`src/rtl/sort_stream_io_if.sv`:
```
// sort_stream_io_if: input stream, sorter handshake, RAM port and sorted output stream
// of sort_stream_io. The block connects through "master"; its environment uses "slave".
interface sort_stream_io_if #(
  parameter int SIZE_ADDR = 8,
  parameter int SIZE_DATA = 8
) ();
  logic                 i_in_valid;
  logic                 o_in_ready;
  logic [SIZE_DATA-1:0] i_in_data;
  logic                 i_in_last;
  logic                 o_sort_start;
  logic                 i_sort_done;
  logic [SIZE_ADDR-1:0] o_num_elems;
  logic                 o_ram_grant;
  logic                 o_ram_wr_en;
  logic                 o_ram_rd_en;
  logic [SIZE_ADDR-1:0] o_ram_addr;
  logic [SIZE_DATA-1:0] o_ram_wr_data;
  logic [SIZE_DATA-1:0] i_ram_rd_data;
  logic                 o_out_valid;
  logic                 i_out_ready;
  logic [SIZE_DATA-1:0] o_out_data;
  logic                 o_out_last;
  logic                 o_overflow;

  modport master (
    input  i_in_valid, i_in_data, i_in_last, i_sort_done, i_ram_rd_data, i_out_ready,
    output o_in_ready, o_sort_start, o_num_elems, o_ram_grant, o_ram_wr_en, o_ram_rd_en,
           o_ram_addr, o_ram_wr_data, o_out_valid, o_out_data, o_out_last, o_overflow
  );

  modport slave (
    output i_in_valid, i_in_data, i_in_last, i_sort_done, i_ram_rd_data, i_out_ready,
    input  o_in_ready, o_sort_start, o_num_elems, o_ram_grant, o_ram_wr_en, o_ram_rd_en,
           o_ram_addr, o_ram_wr_data, o_out_valid, o_out_data, o_out_last, o_overflow
  );
endinterface

```
`src/rtl/sort_stream_io.sv`:
```
// sort_stream_io: loads a frame into an external RAM, hands the RAM to a sorter, then streams
// the sorted frame out. Define SORT_STREAM_DESC_EN to unload in descending address order.
module sort_stream_io #(
  parameter int SIZE_ADDR = 8,
  parameter int SIZE_DATA = 8
) (
  input  logic             i_clk,
  input  logic             i_rst,
  sort_stream_io_if.master bus
);

  typedef enum logic [1:0] {LOAD, START, SORT, UNLOAD} state_t;

  localparam logic [SIZE_ADDR-1:0] MAX_M1 = {{(SIZE_ADDR-1){1'b1}}, 1'b0};

  state_t               state_q, state_d;
  logic [SIZE_ADDR-1:0] count_q;
  logic                 load_done_q;
  logic                 overflow_q;
  logic [SIZE_ADDR-1:0] rd_idx_q;

  logic                 wr_vld_p0;
  logic [SIZE_ADDR-1:0] wr_addr_p0;
  logic [SIZE_DATA-1:0] wr_data_p0;

  logic                 rd_vld_p0;
  logic                 rd_last_p0;

  logic [SIZE_DATA-1:0] fifo_data [2];
  logic                 fifo_last [2];
  logic                 fifo_wp, fifo_rp;
  logic [1:0]           fifo_occ;

  logic                 in_ready, sort_start, grant;
  logic                 acc, out_valid, out_fire, last_fire;
  logic [1:0]           occ_after;
  logic                 rd_issue, rd_last, wr_en;
  logic [SIZE_ADDR-1:0] rd_addr;

  assign acc       = bus.i_in_valid && in_ready;
  assign out_valid = (fifo_occ != 2'd0) && !i_rst;
  assign out_fire  = out_valid && bus.i_out_ready;
  assign last_fire = out_fire && fifo_last[fifo_rp];
  assign wr_en     = wr_vld_p0 && !i_rst;

  // Read admission counts the slot freed by this cycle's pop, so a steady
  // pop/read/return overlap sustains one beat per cycle.
  assign occ_after = fifo_occ - 2'(out_fire);
  assign rd_issue  = (state_q == UNLOAD) && !i_rst && (rd_idx_q < count_q) &&
                     ((occ_after == 2'd0) || ((occ_after == 2'd1) && !rd_vld_p0));
  assign rd_last   = (rd_idx_q == count_q - SIZE_ADDR'(1));
`ifdef SORT_STREAM_DESC_EN
  assign rd_addr   = count_q - SIZE_ADDR'(1) - rd_idx_q;
`else
  assign rd_addr   = rd_idx_q;
`endif

  always_ff @(posedge i_clk) begin
    if (i_rst) state_q <= LOAD;
    else       state_q <= state_d;
  end

  always_comb begin
    state_d    = state_q;
    in_ready   = 1'b0;
    sort_start = 1'b0;
    grant      = 1'b0;
    case (state_q)
      LOAD: begin
        in_ready = !load_done_q && !i_rst;
        if (load_done_q) state_d = (count_q > SIZE_ADDR'(1)) ? START : UNLOAD;
      end
      START: begin
        sort_start = !i_rst;
        state_d    = SORT;
      end
      SORT: begin
        grant = 1'b1;
        if (bus.i_sort_done) state_d = UNLOAD;
      end
      UNLOAD: begin
        if (last_fire) state_d = LOAD;
      end
      default: state_d = LOAD;
    endcase
  end

  always_ff @(posedge i_clk) begin
    if (i_rst) begin
      count_q     <= '0;
      load_done_q <= 1'b0;
      overflow_q  <= 1'b0;
      rd_idx_q    <= '0;
      wr_vld_p0   <= 1'b0;
      rd_vld_p0   <= 1'b0;
      fifo_wp     <= 1'b0;
      fifo_rp     <= 1'b0;
      fifo_occ    <= 2'd0;
    end else begin
      wr_vld_p0 <= acc;
      rd_vld_p0 <= rd_issue;
      if (acc) begin
        count_q    <= count_q + SIZE_ADDR'(1);
        overflow_q <= (count_q == MAX_M1) && !bus.i_in_last;
        if (bus.i_in_last || (count_q == MAX_M1)) load_done_q <= 1'b1;
      end
      if (rd_issue) rd_idx_q <= rd_idx_q + SIZE_ADDR'(1);
      if (rd_vld_p0) fifo_wp <= ~fifo_wp;
      if (out_fire)  fifo_rp <= ~fifo_rp;
      case ({rd_vld_p0, out_fire})
        2'b10:   fifo_occ <= fifo_occ + 2'd1;
        2'b01:   fifo_occ <= fifo_occ - 2'd1;
        default: fifo_occ <= fifo_occ;
      endcase
      if (last_fire) begin
        count_q     <= '0;
        load_done_q <= 1'b0;
        rd_idx_q    <= '0;
      end
    end
  end

  // p0: accepted beat -> RAM write; read issue -> RAM data returning into the FIFO
  always_ff @(posedge i_clk) begin
    if (acc) begin
      wr_addr_p0 <= count_q;
      wr_data_p0 <= bus.i_in_data;
    end
    if (rd_issue) rd_last_p0 <= rd_last;
    if (rd_vld_p0) begin
      fifo_data[fifo_wp] <= bus.i_ram_rd_data;
      fifo_last[fifo_wp] <= rd_last_p0;
    end
  end

  assign bus.o_in_ready    = in_ready;
  assign bus.o_sort_start  = sort_start;
  assign bus.o_ram_grant   = grant;
  assign bus.o_num_elems   = count_q;
  assign bus.o_overflow    = overflow_q;
  assign bus.o_ram_wr_en   = wr_en;
  assign bus.o_ram_rd_en   = rd_issue;
  assign bus.o_ram_addr    = wr_en ? wr_addr_p0 : (rd_issue ? rd_addr : '0);
  assign bus.o_ram_wr_data = wr_en ? wr_data_p0 : '0;
  assign bus.o_out_valid   = out_valid;
  assign bus.o_out_data    = out_valid ? fifo_data[fifo_rp] : '0;
  assign bus.o_out_last    = out_valid && fifo_last[fifo_rp];

endmodule

```
`src/flat_wrapper.sv`:
```
// flat-port wrapper written by rule: the top's interface ports become plain ports
module sort_stream_io_flat 
#(
  parameter int SIZE_ADDR = 8,
  parameter int SIZE_DATA = 8
)
  (i_clk, i_rst, bus_i_in_valid, bus_i_in_data, bus_i_in_last, bus_i_sort_done, bus_i_ram_rd_data, bus_i_out_ready, bus_o_in_ready, bus_o_sort_start, bus_o_num_elems, bus_o_ram_grant, bus_o_ram_wr_en, bus_o_ram_rd_en, bus_o_ram_addr, bus_o_ram_wr_data, bus_o_out_valid, bus_o_out_data, bus_o_out_last, bus_o_overflow);
  sort_stream_io_if #(.SIZE_ADDR(SIZE_ADDR), .SIZE_DATA(SIZE_DATA)) bus_i ();
  input  logic i_clk;
  input  logic i_rst;
  input wire logic [$bits(bus_i.i_in_valid)-1:0] bus_i_in_valid;
  input wire logic [$bits(bus_i.i_in_data)-1:0] bus_i_in_data;
  input wire logic [$bits(bus_i.i_in_last)-1:0] bus_i_in_last;
  input wire logic [$bits(bus_i.i_sort_done)-1:0] bus_i_sort_done;
  input wire logic [$bits(bus_i.i_ram_rd_data)-1:0] bus_i_ram_rd_data;
  input wire logic [$bits(bus_i.i_out_ready)-1:0] bus_i_out_ready;
  output wire logic [$bits(bus_i.o_in_ready)-1:0] bus_o_in_ready;
  output wire logic [$bits(bus_i.o_sort_start)-1:0] bus_o_sort_start;
  output wire logic [$bits(bus_i.o_num_elems)-1:0] bus_o_num_elems;
  output wire logic [$bits(bus_i.o_ram_grant)-1:0] bus_o_ram_grant;
  output wire logic [$bits(bus_i.o_ram_wr_en)-1:0] bus_o_ram_wr_en;
  output wire logic [$bits(bus_i.o_ram_rd_en)-1:0] bus_o_ram_rd_en;
  output wire logic [$bits(bus_i.o_ram_addr)-1:0] bus_o_ram_addr;
  output wire logic [$bits(bus_i.o_ram_wr_data)-1:0] bus_o_ram_wr_data;
  output wire logic [$bits(bus_i.o_out_valid)-1:0] bus_o_out_valid;
  output wire logic [$bits(bus_i.o_out_data)-1:0] bus_o_out_data;
  output wire logic [$bits(bus_i.o_out_last)-1:0] bus_o_out_last;
  output wire logic [$bits(bus_i.o_overflow)-1:0] bus_o_overflow;
  assign bus_i.i_in_valid = bus_i_in_valid;
  assign bus_i.i_in_data = bus_i_in_data;
  assign bus_i.i_in_last = bus_i_in_last;
  assign bus_i.i_sort_done = bus_i_sort_done;
  assign bus_i.i_ram_rd_data = bus_i_ram_rd_data;
  assign bus_i.i_out_ready = bus_i_out_ready;
  assign bus_o_in_ready = bus_i.o_in_ready;
  assign bus_o_sort_start = bus_i.o_sort_start;
  assign bus_o_num_elems = bus_i.o_num_elems;
  assign bus_o_ram_grant = bus_i.o_ram_grant;
  assign bus_o_ram_wr_en = bus_i.o_ram_wr_en;
  assign bus_o_ram_rd_en = bus_i.o_ram_rd_en;
  assign bus_o_ram_addr = bus_i.o_ram_addr;
  assign bus_o_ram_wr_data = bus_i.o_ram_wr_data;
  assign bus_o_out_valid = bus_i.o_out_valid;
  assign bus_o_out_data = bus_i.o_out_data;
  assign bus_o_out_last = bus_i.o_out_last;
  assign bus_o_overflow = bus_i.o_overflow;
  sort_stream_io #(.SIZE_ADDR(SIZE_ADDR), .SIZE_DATA(SIZE_DATA)) u_core (.i_clk(i_clk), .i_rst(i_rst), .bus(bus_i));
endmodule
```
`config.mk`:
```
export PLATFORM = sky130hd
export DESIGN_NAME = sort_stream_io_flat
export DESIGN_NICKNAME = d
export VERILOG_FILES = /design/src/rtl/sort_stream_io_if.sv /design/src/rtl/sort_stream_io.sv /design/src/flat_wrapper.sv
export SDC_FILE = /design/constraint.sdc
export NUM_CORES = 1
export LEC_CHECK = 0
export ABC_AREA = 1
export CAP_MARGIN = 20
export CORE_MARGIN = 1.5
export CORE_UTILIZATION = 25
export DETAILED_ROUTE_END_ITERATION = 10
export SLEW_MARGIN = 10
export SYNTH_ARGS = -nofsm -noshare
export SYNTH_HDL_FRONTEND = slang
export SYNTH_SLANG_ARGS = --single-unit
```
`constraint.sdc`:
```
create_clock -name i_clk -period 3.08 [get_ports i_clk]
set_input_delay 0.616 -clock i_clk [delete_from_list [all_inputs] [get_ports i_clk]]
set_output_delay 0.616 -clock i_clk [all_outputs]
set_load 0.02 [all_outputs]
```
==> results_dict.tcl <==
set metrics [dict create \
    ir_drop_mv 0.2133 \
    grt_max_degree 12 \
    cpMostUsedCell "buf_4" \
    post_drt_wl_per_cell_um 12.64 \
    max_stage_delay_ns 0.50 \
    critical_path_class "primary input to output pin" \
    cp-startpoint "i_rst" \
    grt_util_met2 0.2115 \
    rsz0062_at_grt "false" \
    antenna_found_initial 0 \
    relSlewSlack 0.4585 \
    synth-edff-count 35 \
    syn2layout_area_growth_pct 40.71 \
    finalCritPeriodShare 0.9685 \
    setup_violations 0 \
    grt.met1_usage 0.1576 \
    fin_tns_setup_ns 0 \
    avgSynthCellArea_sq_um 8.940 \
    hp-class "flip-flop to flip-flop" \
    hold_depth 0 \
    clkTransAtPathRegs_ns 0.05 \
    dp.final_hpwl_um 6216 \
    wirelength_um 8329 \
    hp-start "u_core.rd_last_p0$_DFFE_PN_" \
    grt-busiest-layer "met2" \
    synthCells 373 \
    ioPinCount 62 \
    gp_congestion 0.8620 \
    holdWs_ns 0.4764 \
    met3_usage 0.04006 \
    gr-total-overflow 0 \
    cts_tree "done" \
    critPathMaxFanout 6 \
    crit_path_start_kind "primary input" \
    clock_path_buffers 2 \
    die_h_um 118.5 \
    antenna_left 0 \
    cts_root_buf "clkbuf_16" \
    synth_ff_type "edfxtp_1" \
    reg2reg_depth 10 \
    crit_path_top_delay_cell "clkdlybuf4s50_1" \
    grt_pass1_wl_um 14040 \
    grt_usage 0.1292 \
    dpl.cell_count 634 \
    start_util 0.2538 \
    final_cells 659 \
    maxCapViolCount 0 \
    async_flop_share 0 \
    finalCriticalPeriod_ns 2.983 \
    crit_arrival_ns 2.37 \
    first_pass_iters 4 \
    die_w_um 118.5 \
    port_buffers 61 \
    end_kind "output pin" \
    drt_first_iter_violations 149 \
    power_mw 2.416 \
    timing.critical_path.buf_inv 7 \
    die_area_sq_mm 0.01404 \
    powerDensity_mw_per_mm2 514.9 \
    diodes 0 \
    via_count 2809 \
    netlist-cell-type-count 36 \
    leakage_nw 2.076 \
    status "complete, no violations" \
    hold_violations 0 \
    drv_slew 0 \
    syn-cell-area_sq_mm 0.003334 \
    cp_cell_sequence "clkdlybuf4s50_1, inv_2, buf_4, buf_4, nand2_2, clkinvlp_4, buf_4, o21ai_1, clkdlybuf4s15_1" \
    cp_num_cells 9 \
    r2r_start "u_core.bus.o_num_elems[7]$_SDFFE_PP0P_" \
    synth_nets 413 \
    viasPerCell 4.263 \
    cp.required_ns 2.46 \
    route.detailed.drc 0 \
    synth-seq-cells 62 \
    cpLargestDelayFamily "buffers and inverters" \
    synth-seq-area-share 0.4773 \
    htree_num_levels 3 \
    drive_above_1_share 0.2050 \
    clock_latency_ns 0.34 \
    tightest_slew_ns 0.8093 \
    grt_pass1_vias 2863 \
    nFillCells 1338 \
    core_sq_mm 0.01314 \
    cts.sinks 62 \
    nNetsFinal 518 \
    numCtsBuffers 9 \
    fmax_mhz 335.2 \
    rows 42 \
    fin_util 0.3571 \
    skew_ns 0.004301 \
    ys_warn_count 0 \
]
worst paths after layout:
| path | slack (ns) | end |
|---|---|---|
| setup / recovery | 0.1 | bus_o_ram_addr[0] |
| hold / removal | 0.48 | u_core.fifo_last[0]$_DFFE_PP_ |
| setup reg to reg | 1.15 | u_core.rd_last_p0$_DFFE_PN_ |
| hold reg to reg | 0.48 | u_core.fifo_last[0]$_DFFE_PP_ |
kinds of logic (layout without fill, tap and decap cells):
logic type / Yosys count / after routing / share of synthesized area
AOI/OAI and AO/OA: 43 / 43 / 0.08894
muxes: 8 / 8 / 0.02702
and+or+nand+nor: 160 / 160 / 0.2180
buffers and inverters: 67 / 177 / 0.08180
adders and majority gates: 18 / 18 / 0.06754
DFF: 62 / 62 / 0.4773
xor gates and xnor gates: 15 / 15 / 0.03940
cells in the final DEF, fill, tap and decap left out, drive strengths merged:
cell type and count:
clkinv 4, a31oi 2, a21oi 20, nand3b 1
buf 40, nand4 12, and3 1, o22ai 1
o21ai 18, inv 59, mux2 8, clkinvlp 2
xor2 8, o2111ai 1, dfxtp 27, xnor2 7
clkdlybuf4s50 40, bufinv 1, edfxtp 35, o31ai 1
ha 18, nand3 12, clkbuf 13, nor3 7
dlymetal6s2s 4, clkdlybuf4s15 2, nand2 92, dlygate4sd2 12
nor2 35
power by group:
| group | total (mW) | internal (mW) | switching [mW] |
|---|---|---|---|
| Clock | 0.991 | 0.623 | 0.367 |
| Sequential | 0.949 | 0.929 | 0.0206 |
| Combinational | 0.476 | 0.198 | 0.278 |
| Total | 2.42 | 1.75 | 0.665 |
synth_stat cells, types with 2 or more instances:
| master | n | area (sq um) |
|---|---|---|
| o21ai_1 | 10 | 50.05 |
| inv_2 | 10 | 37.54 |
| xor2_1 | 8 | 70.07 |
| clkbuf_1 | 3 | 11.26 |
| xnor2_1 | 7 | 61.31 |
| nand2_1 | 88 | 330.3 |
| a21oi_2 | 2 | 17.52 |
| edfxtp_1 | 35 | 1051 |
| mux2_2 | 8 | 90.09 |
| inv_1 | 49 | 183.9 |
| ha_1 | 18 | 225.2 |
| buf_2 | 2 | 10.01 |
| dfxtp_1 | 27 | 540.5 |
| nor2_1 | 34 | 127.6 |
| a21oi_4 | 2 | 32.53 |
| nor3_1 | 6 | 30.03 |
| o21ai_2 | 7 | 61.31 |
| a21oi_1 | 16 | 80.08 |
| nand3_1 | 9 | 45.04 |
| nand2_2 | 4 | 25.02 |
| nand4_1 | 11 | 68.82 |
| nand3_4 | 3 | 52.55 |
metal layers:
metal	part of all wire	routed length (um)
met4	0.021	175
met1	0.46	3827
met3	0.065	540
met2	0.45	3786
met5	0	0
flip-flops by register name (all words and copies together) (netlist names), 2 cells and up, named ones only:
name / cells
u_core.bus.o_num_elems: 8
u_core.fifo_data: 16
u_core.fifo_last: 2
u_core.fifo_occ: 2
u_core.rd_addr: 8
u_core.state_q: 2
u_core.wr_addr_p0: 8
u_core.wr_data_p0: 8
area by class of cell:
| cell class | count | area, sq um | share of cell area |
|---|---|---|---|
| clock inverter | 6 | 61.31 | 0.01307 |
| clock buffer | 10 | 229.0 | 0.04880 |
| timing repair buffer | 101 | 890.9 | 0.1899 |
| sequential | 62 | 1592 | 0.3392 |
| tap | 176 | 220.2 | 0.04693 |
| multi-input combinational | 244 | 1470 | 0.3133 |
| inverter | 60 | 229.0 | 0.04880 |
stage by stage:
stage | worst slack (ns) | cell area, sq um
2_1_floorplan | 0.4185 | 3334
3_3_place_gp | -0.1380 | 4350
3_5_place_dp | -0.1942 | 4350
4_1_cts | 0.003000 | 4654
5_1_grt | 0.004869 | 4692
6_report | 0.09711 | 4692
timing repair:
item	4_1_cts	5_1_grt
pin swaps	1	2
buffers inserted	4	5
resized for setup	19	11
hold buffers	0	0
setup endpoints to repair	18	11
No activity file was read; power rests on OpenSTA's default activity.
